===== config.mk =====
export PLATFORM = sky130hd
export DESIGN_NAME = phase_timer
export DESIGN_NICKNAME = d
export VERILOG_FILES = /design/src/rtl/test_seq_pkg.sv /design/src/rtl/phase_timer.sv
export SDC_FILE = /design/constraint.sdc
export NUM_CORES = 1
export LEC_CHECK = 0
export BUFFER_PORTS_ARGS = -buffer_cell sky130_fd_sc_hd__buf_2
export CAP_MARGIN = 10
export CORE_AREA = 3 3 40 42
export CTS_CLUSTER_SIZE = 20
export DETAILED_ROUTE_END_ITERATION = 8
export DIE_AREA = 0 0 43 45
export MAX_ROUTING_LAYER = met4
export SYNTH_ARGS = -nofsm -noshare
export SYNTH_HDL_FRONTEND = slang
export SYNTH_SLANG_ARGS = --single-unit

===== constraint.sdc =====
create_clock -name clk -period 3.65 [get_ports clk]
set_clock_uncertainty 0.2 [all_clocks]
set_input_delay 0.365 -clock clk [delete_from_list [all_inputs] [get_ports clk]]
set_output_delay 0.365 -clock clk [all_outputs]
set_load 0.05 [all_outputs]

===== src/rtl/test_seq_pkg.sv =====
// Shared definitions for the test sequencer: state encodings, phase timer
// width and default phase lengths.
package test_seq_pkg;

  localparam int STATE_W           = 3;
  localparam int PHASE_W           = 8;
  localparam int DEF_RST_CYCLES    = 4;
  localparam int DEF_SETTLE_CYCLES = 8;

  typedef enum logic [STATE_W-1:0] {
    S_IDLE    = 3'd0,
    S_RST     = 3'd1,
    S_RUN     = 3'd2,
    S_SETTLE  = 3'd3,
    S_CAPTURE = 3'd4,
    S_DONE    = 3'd5
  } state_t;

endpackage


===== src/rtl/phase_timer.sv =====
// 8-bit phase down-counter shared by the RST and SETTLE phases.
// Loaded with (length - 1); the phase ends on the cycle zero is seen.
module phase_timer
  import test_seq_pkg::*;
(
  input  logic               clk,
  input  logic               reset,
  input  logic               load,
  input  logic [PHASE_W-1:0] load_val,
  input  logic               dec,
  output logic               zero
);

  logic [PHASE_W-1:0] count;

  // Load has priority over decrement; decrement stops at zero.
  always_ff @(posedge clk or negedge reset) begin
    if (!reset) begin
      count <= '0;
    end else if (load) begin
      count <= load_val;
    end else if (dec && (count != '0)) begin
      count <= count - PHASE_W'(1);
    end
  end

  assign zero = (count == '0);

endmodule


==> tab_implementation.tex, run 1 <==
\begin{tabular}{lr}
\hline
Metric & Value \\
\hline
\multicolumn{2}{l}{\textbf{Critical path}} \\
\quad Endpoint kind of the worst setup timing path & output pin \\
\quad Worst Setup Path Type & flop to output pin \\
\quad Top Family by Delay on Critical Path & simple AND/OR/NAND/NOR gates \\
\quad Startpoint Class & flop \\
\quad Data required time at the worst endpoint & around 3 ns \\
\quad Worst Reg2Reg Path Length in Cells & 3 \\
\quad Max FO, Critical Path & 4 \\
\quad Number of stages on the worst setup path & 5 \\
\quad Slowest stage cell on the critical path & sky130\_fd\_sc\_hd\_\_or3b\_2 \\
\quad Critical path data arrival time & about 1.8 ns \\
\quad Cells along the critical path & inv\_1 -> ha\_1 -> or3b\_2 -> nor2\_1 -> buf\_2 \\
\quad CP bufs+invs & 2 \\
\quad Max incr delay on CP & 0.48 ns \\
\multicolumn{2}{l}{\textbf{Detailed routing}} \\
\quad Via Count & 490 \\
\quad Routed wirelength normalized by instance count & 13.4 um \\
\quad Vias per cell & $\sim$5.6 \\
\quad DRC violations left & 0 \\
\quad Pre-Repair DR Iteration Count & 4 \\
\quad Violation count after the first detailed-route iteration & 7 \\
\quad ANT nets after route & 0 \\
\quad Wirelength, routed & 1.16 mm \\
\multicolumn{2}{l}{\textbf{Hold path}} \\
\quad Worst Hold Class & input port to flop \\
\quad Min-Delay Path Depth & 3 \\
\multicolumn{2}{l}{\textbf{Placed design}} \\
\quad Pre-CTS WS & 1.51 ns \\
\quad Total of buffers placed on input and output ports & 12 \\
\quad Cell count after placement & 83 \\
\quad DPL Wire Length & 858 um \\
\quad Global placement routability congestion & 0.818 \\
\multicolumn{2}{l}{\textbf{Timing}} \\
\quad Final-report max-slew violation count & 0 \\
\quad Post-route setup slack & 1.25 ns \\
\quad Post-route clock period utilization & between 60\% and 70\% \\
\quad Worst hold slack & between 0.1 and 0.15 ns \\
\quad Max Freq & 417 MHz \\
\quad Final-report setup violation count & 0 \\
\quad Number of hold violations in the final report & 0 \\
\quad Setup tns final & 0 ns \\
\quad Shortest clock period the worst path allows after layout & 2.40 ns \\
\quad Max-slew headroom & $\sim$59\% \\
\quad Transition time of the tightest slew-check pin & slightly above 0.6 ns \\
\quad Setup repair after global routing missed its margin & false \\
\multicolumn{2}{l}{\textbf{Final layout}} \\
\quad Fin util & about half \\
\quad Filler-free cell count of the finished design & 87 \\
\quad Biggest registers after layout & count: 8 flops \\
\quad Final layout net count & 88 \\
\quad Number of diodes added for antenna fixing & 0 \\
\quad Fraction of final layout cells sized beyond drive strength 1 & 23.6\% \\
\quad Relative area change from synthesis to final layout & 19.4\% \\
\quad Register containing the most flip-flops in the final layout & count \\
\quad Number of flip-flops under the largest register name & 8 \\
\multicolumn{2}{l}{\textbf{Power}} \\
\quad Cell leakage power & 0.262 nW \\
\quad Total power per unit cell area & 358 nW/um2 \\
\quad Maximum vdd ir drop & 0.253 mV \\
\multicolumn{2}{l}{\textbf{Synth}} \\
\quad Register bit total from synthesis & 8 \\
\quad Mean Syn Cell Area & 9.10 um2 \\
\quad Sequential area share after synthesis & about 38\% \\
\quad Unique cell type count in the Yosys netlist & 31 \\
\quad Gate Count Post-Synth & 58 \\
\quad Syn Nets & 72 \\
\quad Count of yosys warnings during synthesis & 0 \\
\quad Synth Cell Area & 528 um2 \\
\multicolumn{2}{l}{\textbf{Die}} \\
\quad Starting density of the core & 41.1\% \\
\quad Std-Cell Core Area & $\sim$1300 um2 \\
\quad Count of boundary I/O pins & 13 \\
\quad Area of the die & 1940 um2 \\
\quad Overall die width & 43 um \\
\quad Count of standard-cell rows & 13 \\
\quad Die Height & 45 um \\
\multicolumn{2}{l}{\textbf{GRT}} \\
\quad GRT Total Usage & approximately 14\% \\
\quad Number of global-route vias before repair & 449 \\
\quad Largest net degree at the start of global routing & 15 \\
\quad Number of antenna violations at the first check in global routing & 0 \\
\quad Overflow left after global routing & 0 \\
\quad Global-route wire length before repair & approximately 2.0 mm \\
\multicolumn{2}{l}{\textbf{Clocking}} \\
\quad Deepest level of the CTS H-tree & 1 \\
\quad Maximum buffer depth of the clock tree & 2 \\
\quad Clock transition at the register clock pins on the worst setup and hold paths after CTS & 0.05 ns \\
\quad Clock tree from TritonCTS & built \\
\quad Inserted Clock Buffers & 3 \\
\quad Insertion delay to the later sink of the worst-skew pair & 0.25 ns \\
\quad Clk sink count & 8 \\
\quad Cell at the root of the clock tree & sky130\_fd\_sc\_hd\_\_clkbuf\_4 \\
\multicolumn{2}{l}{\textbf{Job}} \\
\quad MaxCap Viol Count & 0 \\
\multicolumn{2}{l}{\textbf{Status}} \\
\quad Outcome & complete, no violations \\
\hline
\end{tabular}
cells in the final DEF, fill, tap and decap left out, types with 2 or more instances in the layout:
cell type and n:
sky130_fd_sc_hd__buf_2 12, sky130_fd_sc_hd__dfrtp_1 8, sky130_fd_sc_hd__nor2_1 5, sky130_fd_sc_hd__or4_1 3, sky130_fd_sc_hd__nor3b_1 3, sky130_fd_sc_hd__a21oi_1 3, sky130_fd_sc_hd__nor3_1 3, sky130_fd_sc_hd__clkbuf_4 3
sky130_fd_sc_hd__inv_1 2, sky130_fd_sc_hd__nand4_1 2, sky130_fd_sc_hd__nand3_1 2, sky130_fd_sc_hd__nand2_1 2, sky130_fd_sc_hd__o21ai_0 2, sky130_fd_sc_hd__a31oi_1 2, sky130_fd_sc_hd__a221o_1 2, sky130_fd_sc_hd__ha_1 2
routing by layer:
layer	vias up	global-route usage, %	wire (um)
met5	-	-	0
met4	0	3.61	11
met3	2	6.77	92
met2	16	20.7	514
met1	207	18.3	546
li1	265	-	-
worst paths after layout:
path	to	slack [ns]	start
min	count[3]	0.14	load_val[3]
max reg2reg	count[6]	1.59	count[2]
min reg2reg	count[1]	0.38	count[1]
max	zero	1.25	count[0]
max in group asynchronous	count[1]	2.79	reset
min in group asynchronous	count[6]	0.28	reset
worst reg2reg max path: stages (launching register included):
cell	delay [ns]
sky130_fd_sc_hd__dfrtp_1	0.43
sky130_fd_sc_hd__or4_1	0.65
sky130_fd_sc_hd__or4_1	0.54
sky130_fd_sc_hd__a31oi_1	0.17
metrics by stage:
step | cell area (um2) | power [mW]
5_1_grt | 631 | 0.243
3_5_place_dp | 598 | 0.160
2_1_floorplan | 528 | 0.143
4_1_cts | 631 | 0.229
6_report | 631 | 0.226
3_3_place_gp | 598 | 0.161
area by class of cell:
class | instances | area [um2]
tap | 15 | 18.8
timing repair buffer | 13 | 70.1
clock buffer | 3 | 22.5
fill | 129 | 654
multi-input combinational | 45 | 308
inverter | 3 | 11.3
sequential | 8 | 200
what timing repair did:
item / in CTS / in global routing
hold buffers: 1 / 0
setup buffers: 0 / 0
endpoints found under the setup margin: 0 / 0
resized for setup: 0 / 0
hold endpoints to repair: 8 / 0
kinds of logic (layout without fill, tap and decap cells):
kind of cell | count (synthesis) | count (layout) | share of synthesized area (%)
AND/OR/NAND/NOR | 25 | 25 | 27.5
flip-flops | 8 | 8 | 37.9
adder cells (fa/ha/maj) | 2 | 2 | 4.74
AO/OA/AOI/OAI | 18 | 18 | 26.1
buffers and inverters | 5 | 19 | 3.79
where the power goes:
group / internal (mW) / switching (mW) / leakage (nW)
Combinational: 0.0236 / 0.0272 / 0.154
Clock: 0.0375 / 0.0282 / 0.0138
Sequential: 0.0986 / 0.0110 / 0.0942
synth_stat cells:
cell                        count  area share [%]
sky130_fd_sc_hd__a211o_1        1             1.7
sky130_fd_sc_hd__a211o_2        1             1.9
sky130_fd_sc_hd__a21oi_1        3             2.8
sky130_fd_sc_hd__a221o_1        2             3.8
sky130_fd_sc_hd__a2bb2oi_1      1             1.7
sky130_fd_sc_hd__a31oi_1        2             2.4
sky130_fd_sc_hd__buf_2          1            0.95
sky130_fd_sc_hd__clkbuf_1       1            0.71
sky130_fd_sc_hd__clkinv_1       1            0.71
sky130_fd_sc_hd__dfrtp_1        8              38
sky130_fd_sc_hd__ha_1           2             4.7
sky130_fd_sc_hd__inv_1          2             1.4
sky130_fd_sc_hd__nand2_1        2             1.4
sky130_fd_sc_hd__nand3_1        2             1.9
sky130_fd_sc_hd__nand4_1        2             2.4
sky130_fd_sc_hd__nor2_1         5             3.6
sky130_fd_sc_hd__nor2b_1        1             1.2
sky130_fd_sc_hd__nor3_1         3             2.8
sky130_fd_sc_hd__nor3b_1        3             4.3
sky130_fd_sc_hd__nor4_1         1             1.2
sky130_fd_sc_hd__o2111ai_1      1             1.7
sky130_fd_sc_hd__o211a_1        1             1.9
sky130_fd_sc_hd__o211ai_1       1             1.4
sky130_fd_sc_hd__o21ai_0        2             1.9
sky130_fd_sc_hd__o221ai_1       1             1.7
sky130_fd_sc_hd__o311a_1        1             1.9
sky130_fd_sc_hd__o31ai_1        1             1.4
sky130_fd_sc_hd__or3_1          1             1.2
sky130_fd_sc_hd__or3b_1         1             1.7
sky130_fd_sc_hd__or3b_2         1             1.7
sky130_fd_sc_hd__or4_1          3             4.3
Note: power is estimated with default switching activity, not from simulation.
==> inputs of run 2 (changes only) <==
- ABC_AREA: not set -> 1
- CORE_AREA: 3 3 40 42 -> not set
- CORE_MARGIN: not set -> 3
- CORE_UTILIZATION: not set -> 46
- DIE_AREA: 0 0 43 45 -> not set
- PLACE_DENSITY: not set -> 0.72
- clock period: 3.65 -> 2.1 ns (I/O delays scaled with it)
==> run 2 against run 1 <==
Compared with the run above:
- non-clock buffer count grew 2
- sequential power grew 88%
- critical path depth is the same
- sequential cell count is the same
- clock power grew 99%
- via count grew 24%
==> tab_implementation.tex, run 2 <==
\begin{tabular}{lr}
\hline
Metric & Value \\
\hline
\multicolumn{2}{l}{\textbf{Critical path}} \\
\quad Max FO, Critical Path & 7 (+3) \\
\quad Top Family by Delay on Critical Path & buffers and inverters \\
\quad CP bufs+invs & 2 (unchanged) \\
\quad Slowest stage cell on the critical path & sky130\_fd\_sc\_hd\_\_dfrtp\_1 \\
\quad Startpoint Class & flop \\
\quad Data required time at the worst endpoint & 1.69 ns (-1.39 ns) \\
\quad Critical path data arrival time & 1.50 ns (-0.33 ns) \\
\quad Cells along the critical path & inv\_1 -> ha\_1 -> nand2\_1 -> nor2\_1 -> buf\_2 \\
\quad Endpoint kind of the worst setup timing path & output pin \\
\quad Max incr delay on CP & 0.37 ns (-0.11 ns) \\
\quad Worst Setup Path Type & flop to output pin \\
\multicolumn{2}{l}{\textbf{Clocking}} \\
\quad Clk sink count & 8 (unchanged) \\
\quad Clock transition at the register clock pins on the worst setup and hold paths after CTS & 0.06 ns (about the same) \\
\quad Inserted Clock Buffers & 3 (unchanged) \\
\quad Maximum buffer depth of the clock tree & 2 (unchanged) \\
\quad Clock tree from TritonCTS & built \\
\quad Deepest level of the CTS H-tree & 1 (unchanged) \\
\quad Insertion delay to the later sink of the worst-skew pair & 0.27 ns (+0.02 ns) \\
\quad Setup repair bufs after CTS & 0 (unchanged) \\
\quad Cell at the root of the clock tree & sky130\_fd\_sc\_hd\_\_clkbuf\_4 \\
\multicolumn{2}{l}{\textbf{Power}} \\
\quad Clock network fraction of design power & 25.8\% (-3.3 points) \\
\quad Total power per unit cell area & 701 nW/um2 (+96\%) \\
\quad Net switching power of the design & 0.196 mW (+200\%) \\
\quad Maximum vdd ir drop & 0.389 mV (+54\%) \\
\quad Switching power share of the total & 38.7\% (+9.4 points) \\
\quad Internal power consumption & 0.310 mW (+94\%) \\
\quad Portion of total power attributed to sequential cells & 40.9\% (-7.6 points) \\
\quad Cell leakage power & 0.400 nW (+53\%) \\
\quad Post-route total power & 0.507 mW (+120\%) \\
\quad Proportion of power drawn by combinational gates & 33.3\% (+11 points) \\
\multicolumn{2}{l}{\textbf{Synth}} \\
\quad Cell accounting for the most synthesized area & sky130\_fd\_sc\_hd\_\_dfrtp\_1 \\
\quad Proportion of synthesized flip-flops having asynchronous set or reset & 100\% (unchanged) \\
\quad Area share of the leading cell type in the synthesized netlist & 33.5\% (-4.4 points) \\
\quad Xor/xnor cell area share of the yosys netlist & 1.47\% (+1.5 points) \\
\quad Most repeated cell in the gate-level netlist after synthesis & sky130\_fd\_sc\_hd\_\_nand2\_1 \\
\quad Mean Syn Cell Area & 6.42 um2 (-30\%) \\
\quad Post-synth EDFFs & 0 (unchanged) \\
\quad Register bit total from synthesis & 8 (unchanged) \\
\quad Post-Synth Simple-Gate Area & 45.3\% (+18 points) \\
\quad Largest family of logic cells by synthesized area & simple AND/OR/NAND/NOR gates \\
\quad Proportion of synthesized area in mux cells & 0\% (unchanged) \\
\quad Fraction of the mapped netlist area in compound gates & 7.76\% (-18 points) \\
\quad Post-synth top flop & sky130\_fd\_sc\_hd\_\_dfrtp\_1 \\
\quad Count of yosys warnings during synthesis & 0 (unchanged) \\
\quad Synth Cell Area & 597 um2 (+13\%) \\
\quad Adder and majority cell fraction of the synthesized area & 4.19\% (-0.55 points) \\
\quad Unique cell type count in the Yosys netlist & 16 (-48\%) \\
\quad Most common library cells after synthesis & sky130\_fd\_sc\_hd\_\_nand2\_1 (36), sky130\_fd\_sc\_hd\_\_nand3\_1 (13), sky130\_fd\_sc\_hd\_\_inv\_1 (10) \\
\quad Gate Count Post-Synth & 93 (+60\%) \\
\quad Sequential area share after synthesis & 33.5\% (-4.4 points) \\
\quad Main area contributors after synthesis & sky130\_fd\_sc\_hd\_\_dfrtp\_1 (34\%), sky130\_fd\_sc\_hd\_\_nand2\_1 (23\%), sky130\_fd\_sc\_hd\_\_nand3\_1 (11\%) \\
\quad Syn Nets & 107 (+49\%) \\
\multicolumn{2}{l}{\textbf{Final layout}} \\
\quad Final layout net count & 126 (+43\%) \\
\quad Cell area after layout & 723 um2 (+15\%) \\
\quad Register containing the most flip-flops in the final layout & count \\
\quad Biggest registers after layout & count: 8 flops \\
\quad Leading cell type in the layout, fill and taps excluded & sky130\_fd\_sc\_hd\_\_nand2\_1 \\
\quad Number of flip-flops under the largest register name & 8 (unchanged) \\
\quad Top library cells by usage in the layout, fill and taps aside & sky130\_fd\_sc\_hd\_\_nand2\_1 (36), sky130\_fd\_sc\_hd\_\_nand3\_1 (13), sky130\_fd\_sc\_hd\_\_buf\_2 (12), sky130\_fd\_sc\_hd\_\_inv\_1 (10), sky130\_fd\_sc\_hd\_\_nor2\_1 (9) \\
\quad Number of diodes added for antenna fixing & 0 (unchanged) \\
\quad Relative area change from synthesis to final layout & 21.2\% \\
\quad Fraction of final layout cells sized beyond drive strength 1 & 18.2\% (-5.4 points) \\
\multicolumn{2}{l}{\textbf{Detailed routing}} \\
\quad Pre-Repair DR Iteration Count & 4 (unchanged) \\
\quad Violation count after the first detailed-route iteration & 8 (+1) \\
\quad Routed wirelength normalized by instance count & 10.6 um (-21\%) \\
\quad Via Count & 610 (+24\%) \\
\quad Wirelength, routed & 1.32 mm (+13\%) \\
\quad DRC violations left & 0 (unchanged) \\
\quad ANT nets after route & 0 (unchanged) \\
\quad Vias per cell & 4.92 (-13\%) \\
\multicolumn{2}{l}{\textbf{Timing}} \\
\quad Setup tns final & 0 ns (unchanged) \\
\quad Number of hold violations in the final report & 0 (unchanged) \\
\quad Shortest clock period the worst path allows after layout & 1.91 ns \\
\quad Final-report setup violation count & 0 (unchanged) \\
\quad Max-slew headroom & 79.8\% (+21 points) \\
\quad Post-route clock period utilization & 90.9\% \\
\quad Max Freq & 524 MHz \\
\quad Setup repair after global routing missed its margin & false \\
\quad Worst hold slack & 0.0341 ns (-0.104 ns) \\
\quad Final-report max-slew violation count & 0 (unchanged) \\
\quad Transition time of the tightest slew-check pin & 0.303 ns (-0.307 ns) \\
\multicolumn{2}{l}{\textbf{Die}} \\
\quad Count of boundary I/O pins & 13 (unchanged) \\
\quad Count of standard-cell rows & 12 (-1) \\
\quad Area of the die & 1770 um2 (-8.8\%) \\
\quad Starting density of the core & 51.6\% (+11 points) \\
\quad Die Height & 42.0 um (-6.6\%) \\
\quad Overall die width & 42.0 um (-2.3\%) \\
\quad Std-Cell Core Area & 1160 um2 (-10\%) \\
\multicolumn{2}{l}{\textbf{GRT}} \\
\quad Overflow left after global routing & 0 (unchanged) \\
\quad Largest net degree at the start of global routing & 14 (-1) \\
\quad Number of antenna violations at the first check in global routing & 0 (unchanged) \\
\quad Global-route wire length before repair & 2.10 mm (+6.3\%) \\
\quad Number of global-route vias before repair & 486 (+8.2\%) \\
\quad GRT Total Usage & 16.1\% (+1.8 points) \\
\multicolumn{2}{l}{\textbf{Placed design}} \\
\quad Total of buffers placed on input and output ports & 12 (unchanged) \\
\quad Instance area at placement & 671 um2 (+12\%) \\
\quad DPL Wire Length & 955 um (+11\%) \\
\quad Global placement routability congestion & 0.792 (-3.2\%) \\
\multicolumn{2}{l}{\textbf{Status}} \\
\quad Outcome & complete, no violations \\
\multicolumn{2}{l}{\textbf{Job}} \\
\quad MaxCap Viol Count & 0 (unchanged) \\
\multicolumn{2}{l}{\textbf{Hold path}} \\
\quad Worst Hold Class & input port to flop \\
\hline
\end{tabular}
==> run 2: cell count changes after synthesis, sizes merged, moves of 3 or more <==
cell / before / now
nor3: 3 / 0
nand2: 2 / 38
inv: 2 / 10
a21oi: 3 / 0
nor2: 5 / 10
o21ai: 2 / 7
or4: 3 / 0
nand3: 2 / 13
nor3b: 3 / 0
==> run 2: what timing repair did <==
item / in CTS / in global routing
hold buffers: 3 / 0
resized for setup: 0 / 0
hold endpoints to repair: 10 / 0
==> run 2: cell families (layout without fill, tap and decap cells) <==
| kind of cell | Yosys count | in the layout |
|---|---|---|
| AOI/OAI and AO/OA | 7 | 7 |
| xor gates and xnor gates | 1 | 1 |
| adders and majority gates | 2 | 2 |
| buffers and inverters | 12 | 29 |
| DFF | 8 | 8 |
| and+or+nand+nor | 63 | 63 |
==> run 2: path summary, 6_finish.rpt <==
path                              from       end  slack, ns  cells after the start
setup / recovery              count[0]      zero       0.19                      5
hold / removal             load_val[7]  count[7]       0.03                      5
max in group asynchronous        reset  count[5]       1.41                      2
setup reg to reg              count[0]  count[0]       0.48                      7
hold reg to reg               count[0]  count[0]       0.37                      3
min in group asynchronous        reset  count[6]       0.11                      2
==> run 2: power by group through the flow <==
stage,clock network [mW],registers (mW),logic [mW]
CTS,0.132,0.207,0.169
detailed placement,0,0.210,0.164
global route,0.141,0.211,0.191
floorplan,0,0.202,0.128
finish,0.131,0.207,0.169
global placement,0,0.209,0.162
==> run 2: through the flow <==
stage	cells	setup WS [ns]	utilization (%)
finish	124	0.190	62.6
global placement	118	0.493	58.0
detailed placement	118	0.473	58.0
global route	124	0.0699	62.6
floorplan	93	0.0398	-
CTS	124	0.179	62.6
==> run 2: worst reg2reg max path, delay by kind of cell, from the launching register on <==
kind,cells,cell delay [ns]
AOI/OAI and AO/OA,2,0.29
adders and majority gates,1,0.18
DFF,1,0.37
buffers and inverters,1,0.16
and+or+nand+nor,3,0.28
==> run 2: metal layers <==
| layer | track usage, % | routed length (um) | part of all wire [%] | up-vias |
|---|---|---|---|---|
| met5 | - | 0 | 0 | - |
| met4 | 9.32 | 40 | 3.0 | 0 |
| met3 | 4.72 | 65 | 4.9 | 7 |
| met2 | 23.1 | 571 | 43 | 12 |
| met1 | 20.1 | 639 | 49 | 259 |
| li1 | - | - | - | 332 |
==> run 2: final cells by class <==
| cell class | instances | area [um2] |
|---|---|---|
| Timing Repair Buffer | 15 | 90.1 |
| Tap cell | 14 | 17.5 |
| Clock buffer | 3 | 22.5 |
| Sequential cell | 8 | 200 |
| Inverter | 11 | 42.5 |
| Multi-Input combinational cell | 73 | 350 |
| Fill cell | 107 | 433 |
==> inputs of run 3 (changes only) <==
- GPL_TIMING_DRIVEN: not set -> 0
- PLACE_DENSITY: 0.72 -> 0.7
==> run 3 against run 2 <==
Compared with the run above:
- maximum frequency shrank 0.77%
- highest routed layer unchanged
- critical path type unchanged
- worst setup slack lost 0.015 ns
- wire length is 2.2% higher
- combinational power is essentially flat
- largest cell class unchanged
- first-iteration DRC count up 50%
==> tab_implementation.tex, run 3 (synthesized netlist as in run 2, its figures left out) <==
\begin{tabular}{lr}
\hline
Metric & Value \\
\hline
\multicolumn{2}{l}{\textbf{Status}} \\
\quad Outcome & complete, no violations \\
\multicolumn{2}{l}{\textbf{Timing}} \\
\quad Final-report setup violation count & 0 (unchanged) \\
\quad Transition time of the tightest slew-check pin & 0.439 ns (+0.136 ns) \\
\quad Setup repair after global routing missed its margin & false \\
\quad Final-report max-slew violation count & 0 (unchanged) \\
\quad Number of hold violations in the final report & 0 (unchanged) \\
\quad Setup tns final & 0 ns (unchanged) \\
\quad Max Freq & 520 MHz (-0.77\%) \\
\quad Shortest clock period the worst path allows after layout & 1.92 ns (+0.0148 ns) \\
\quad Max-slew headroom & 70.8\% (-9.1 points) \\
\quad Post-route clock period utilization & 91.6\% (+0.70 points) \\
\multicolumn{2}{l}{\textbf{Final layout}} \\
\quad Relative area change from synthesis to final layout & 21.8\% \\
\quad Number of flip-flops under the largest register name & 8 (unchanged) \\
\quad Register containing the most flip-flops in the final layout & count \\
\quad Number of diodes added for antenna fixing & 0 (unchanged) \\
\quad Leading cell type in the layout, fill and taps excluded & sky130\_fd\_sc\_hd\_\_nand2\_1 \\
\quad Final layout net count & 127 (+0.79\%) \\
\quad Top library cells by usage in the layout, fill and taps aside & sky130\_fd\_sc\_hd\_\_nand2\_1 (36), sky130\_fd\_sc\_hd\_\_nand3\_1 (13), sky130\_fd\_sc\_hd\_\_buf\_2 (12), sky130\_fd\_sc\_hd\_\_inv\_1 (10), sky130\_fd\_sc\_hd\_\_nor2\_1 (9) \\
\quad Biggest registers after layout & count: 8 flops \\
\quad Fraction of final layout cells sized beyond drive strength 1 & 18.0\% (-0.16 points) \\
\multicolumn{2}{l}{\textbf{Critical path}} \\
\quad Startpoint Class & flop \\
\quad Slowest stage cell on the critical path & sky130\_fd\_sc\_hd\_\_dfrtp\_1 \\
\quad Flop2flop setup slack & 0.47 ns (about the same) \\
\quad Worst Reg2Reg Path Length in Cells & 7 (unchanged) \\
\quad Cells along the critical path & inv\_1 -> ha\_1 -> nand2\_1 -> nor2\_1 -> buf\_2 \\
\quad Crit Reg-Reg Startpoint & count[0] \\
\quad Top Family by Delay on Critical Path & buffers and inverters \\
\quad Max FO, Critical Path & 7 (unchanged) \\
\quad Endpoint kind of the worst setup timing path & output pin \\
\quad Data required time at the worst endpoint & 1.69 ns (about the same) \\
\quad Critical path data arrival time & 1.51 ns (about the same) \\
\quad Max incr delay on CP & 0.38 ns (about the same) \\
\quad CP bufs+invs & 2 (unchanged) \\
\quad Worst Setup Path Type & flop to output pin \\
\quad Reg2Reg Capture Point & count[0] \\
\multicolumn{2}{l}{\textbf{GRT}} \\
\quad Global-route wire length before repair & 2.46 mm (+17\%) \\
\quad Busiest layer in global routing & met1 \\
\quad Met1 Track Usage GR & 26.4\% (+6.4 points) \\
\quad GRT Total Usage & 18.4\% (+2.2 points) \\
\quad GR met2 Demand/Resource & 24.4\% (+1.2 points) \\
\quad Met3 routing resource usage after global routing & 5.58\% (+0.86 points) \\
\quad Number of global-route vias before repair & 532 (+9.5\%) \\
\quad Largest net degree at the start of global routing & 11 (-3) \\
\quad Overflow left after global routing & 0 (unchanged) \\
\quad Number of antenna violations at the first check in global routing & 0 (unchanged) \\
\multicolumn{2}{l}{\textbf{Clocking}} \\
\quad Inserted Clock Buffers & 3 (unchanged) \\
\quad Cell at the root of the clock tree & sky130\_fd\_sc\_hd\_\_clkbuf\_4 \\
\quad Clock tree from TritonCTS & built \\
\quad Setup repair bufs after CTS & 0 (unchanged) \\
\quad Deepest level of the CTS H-tree & 1 (unchanged) \\
\quad Clk sink count & 8 (unchanged) \\
\quad Insertion delay to the later sink of the worst-skew pair & 0.26 ns (about the same) \\
\quad Maximum buffer depth of the clock tree & 2 (unchanged) \\
\quad Clock transition at the register clock pins on the worst setup and hold paths after CTS & 0.07 ns (about the same) \\
\multicolumn{2}{l}{\textbf{Hold path}} \\
\quad Hold-critical path endpoint & count[7] \\
\quad Startpoint of the worst hold path & load\_val[7] \\
\quad Worst Hold Class & input port to flop \\
\quad Min-Delay Path Depth & 5 (unchanged) \\
\multicolumn{2}{l}{\textbf{Power}} \\
\quad Total power per unit cell area & 689 nW/um2 (-1.6\%) \\
\quad Maximum vdd ir drop & 0.401 mV (+3.0\%) \\
\quad Post-route total power & 0.501 mW (-1.1\%) \\
\quad Cell leakage power & 0.401 nW (+0.30\%) \\
\multicolumn{2}{l}{\textbf{Die}} \\
\quad Starting density of the core & 51.6\% (unchanged) \\
\quad Area of the die & 1770 um2 (unchanged) \\
\quad Count of standard-cell rows & 12 (unchanged) \\
\quad Std-Cell Core Area & 1160 um2 (unchanged) \\
\quad Die Height & 42.0 um (unchanged) \\
\quad Count of boundary I/O pins & 13 (unchanged) \\
\quad Overall die width & 42.0 um (unchanged) \\
\multicolumn{2}{l}{\textbf{Detailed routing}} \\
\quad Routed wirelength normalized by instance count & 10.8 um (+1.4\%) \\
\quad ANT nets after route & 0 (unchanged) \\
\quad Vias per cell & 4.93 (+0.18\%) \\
\quad Via Count & 616 (+0.98\%) \\
\quad DRC violations left & 0 (unchanged) \\
\quad Wirelength, routed & 1.34 mm (+2.2\%) \\
\quad Violation count after the first detailed-route iteration & 12 (+4) \\
\quad Pre-Repair DR Iteration Count & 4 (unchanged) \\
\multicolumn{2}{l}{\textbf{Job}} \\
\quad MaxCap Viol Count & 0 (unchanged) \\
\multicolumn{2}{l}{\textbf{Placed design}} \\
\quad DPL Wire Length & 982 um (+2.9\%) \\
\quad Total of buffers placed on input and output ports & 12 (unchanged) \\
\quad Global placement routability congestion & 0.756 (-4.6\%) \\
\hline
\end{tabular}
## run 3: changes by cell type in the layout (fill, tap and decap cells not counted), sizes merged
| cell | change |
|---|---|
| clkbuf | +1 |
## run 3: metal layers
layer | part of all wire, % | wire length [um] | vias up
li1 | - | - | 330
met1 | 50 | 668 | 271
met2 | 45 | 599 | 13
met3 | 4.7 | 63 | 2
met4 | 0.89 | 12 | 0
met5 | 0 | 0 | -
## run 3: how the worst max path moves through the flow
stage,startpoint,to,slack [ns],cells after the start
final,count[0],zero,0.18,5
after global routing,count[0],zero,0.007,5
after CTS,count[0],zero,0.17,5
after detailed placement,count[0],zero,0.45,5
after global placement,count[0],zero,0.45,5
after floorplan,count[0],count[5],0.04,7
## run 3: stage by stage
stage / utilization (%) / setup slack [ns] / cells / area, um2 / hold slack, ns
finish: 62.9 / 0.176 / 125 / 727 / 0.0301
global route: 62.9 / 0.00722 / 125 / 727 / 0.0840
CTS: 62.9 / 0.168 / 125 / 727 / 0.0355
detailed placement: 58.3 / 0.451 / 119 / 674 / -0.132
global placement: 58.3 / 0.448 / 119 / 674 / -0.134
floorplan: - / 0.0398 / 93 / 597 / -0.286
## run 3: worst reg2reg max path: stages (launching register included)
cell	delay, ns
sky130_fd_sc_hd__dfrtp_1	0.38
sky130_fd_sc_hd__inv_1	0.18
sky130_fd_sc_hd__ha_1	0.18
sky130_fd_sc_hd__nand2_1	0.10
sky130_fd_sc_hd__o21ai_4	0.23
sky130_fd_sc_hd__nand2_4	0.12
sky130_fd_sc_hd__nand2_1	0.07
sky130_fd_sc_hd__o21ai_1	0.06
## run 3: timing repair
item | 4_1_cts | 5_1_grt
gates resized for setup | 0 | 0
setup endpoints to repair | 0 | 0
hold buffers | 3 | 0
hold endpoints to repair | 10 | 0
## run 3: power by group
group | leakage (nW) | switching [mW] | internal (mW)
sequential | 0.0977 | 0.0292 | 0.179
clock | 0.0138 | 0.0572 | 0.0656
combinational | 0.289 | 0.105 | 0.0656
## run 3: cell type report
class,count,area [um2]
buffer,1,3.75
timing repair buffer,15,90.1
tap,14,17.5
fill,115,429
clock buffer,3,22.5
sequential,8,200
inverter,11,42.5
multi-input combinational,73,350
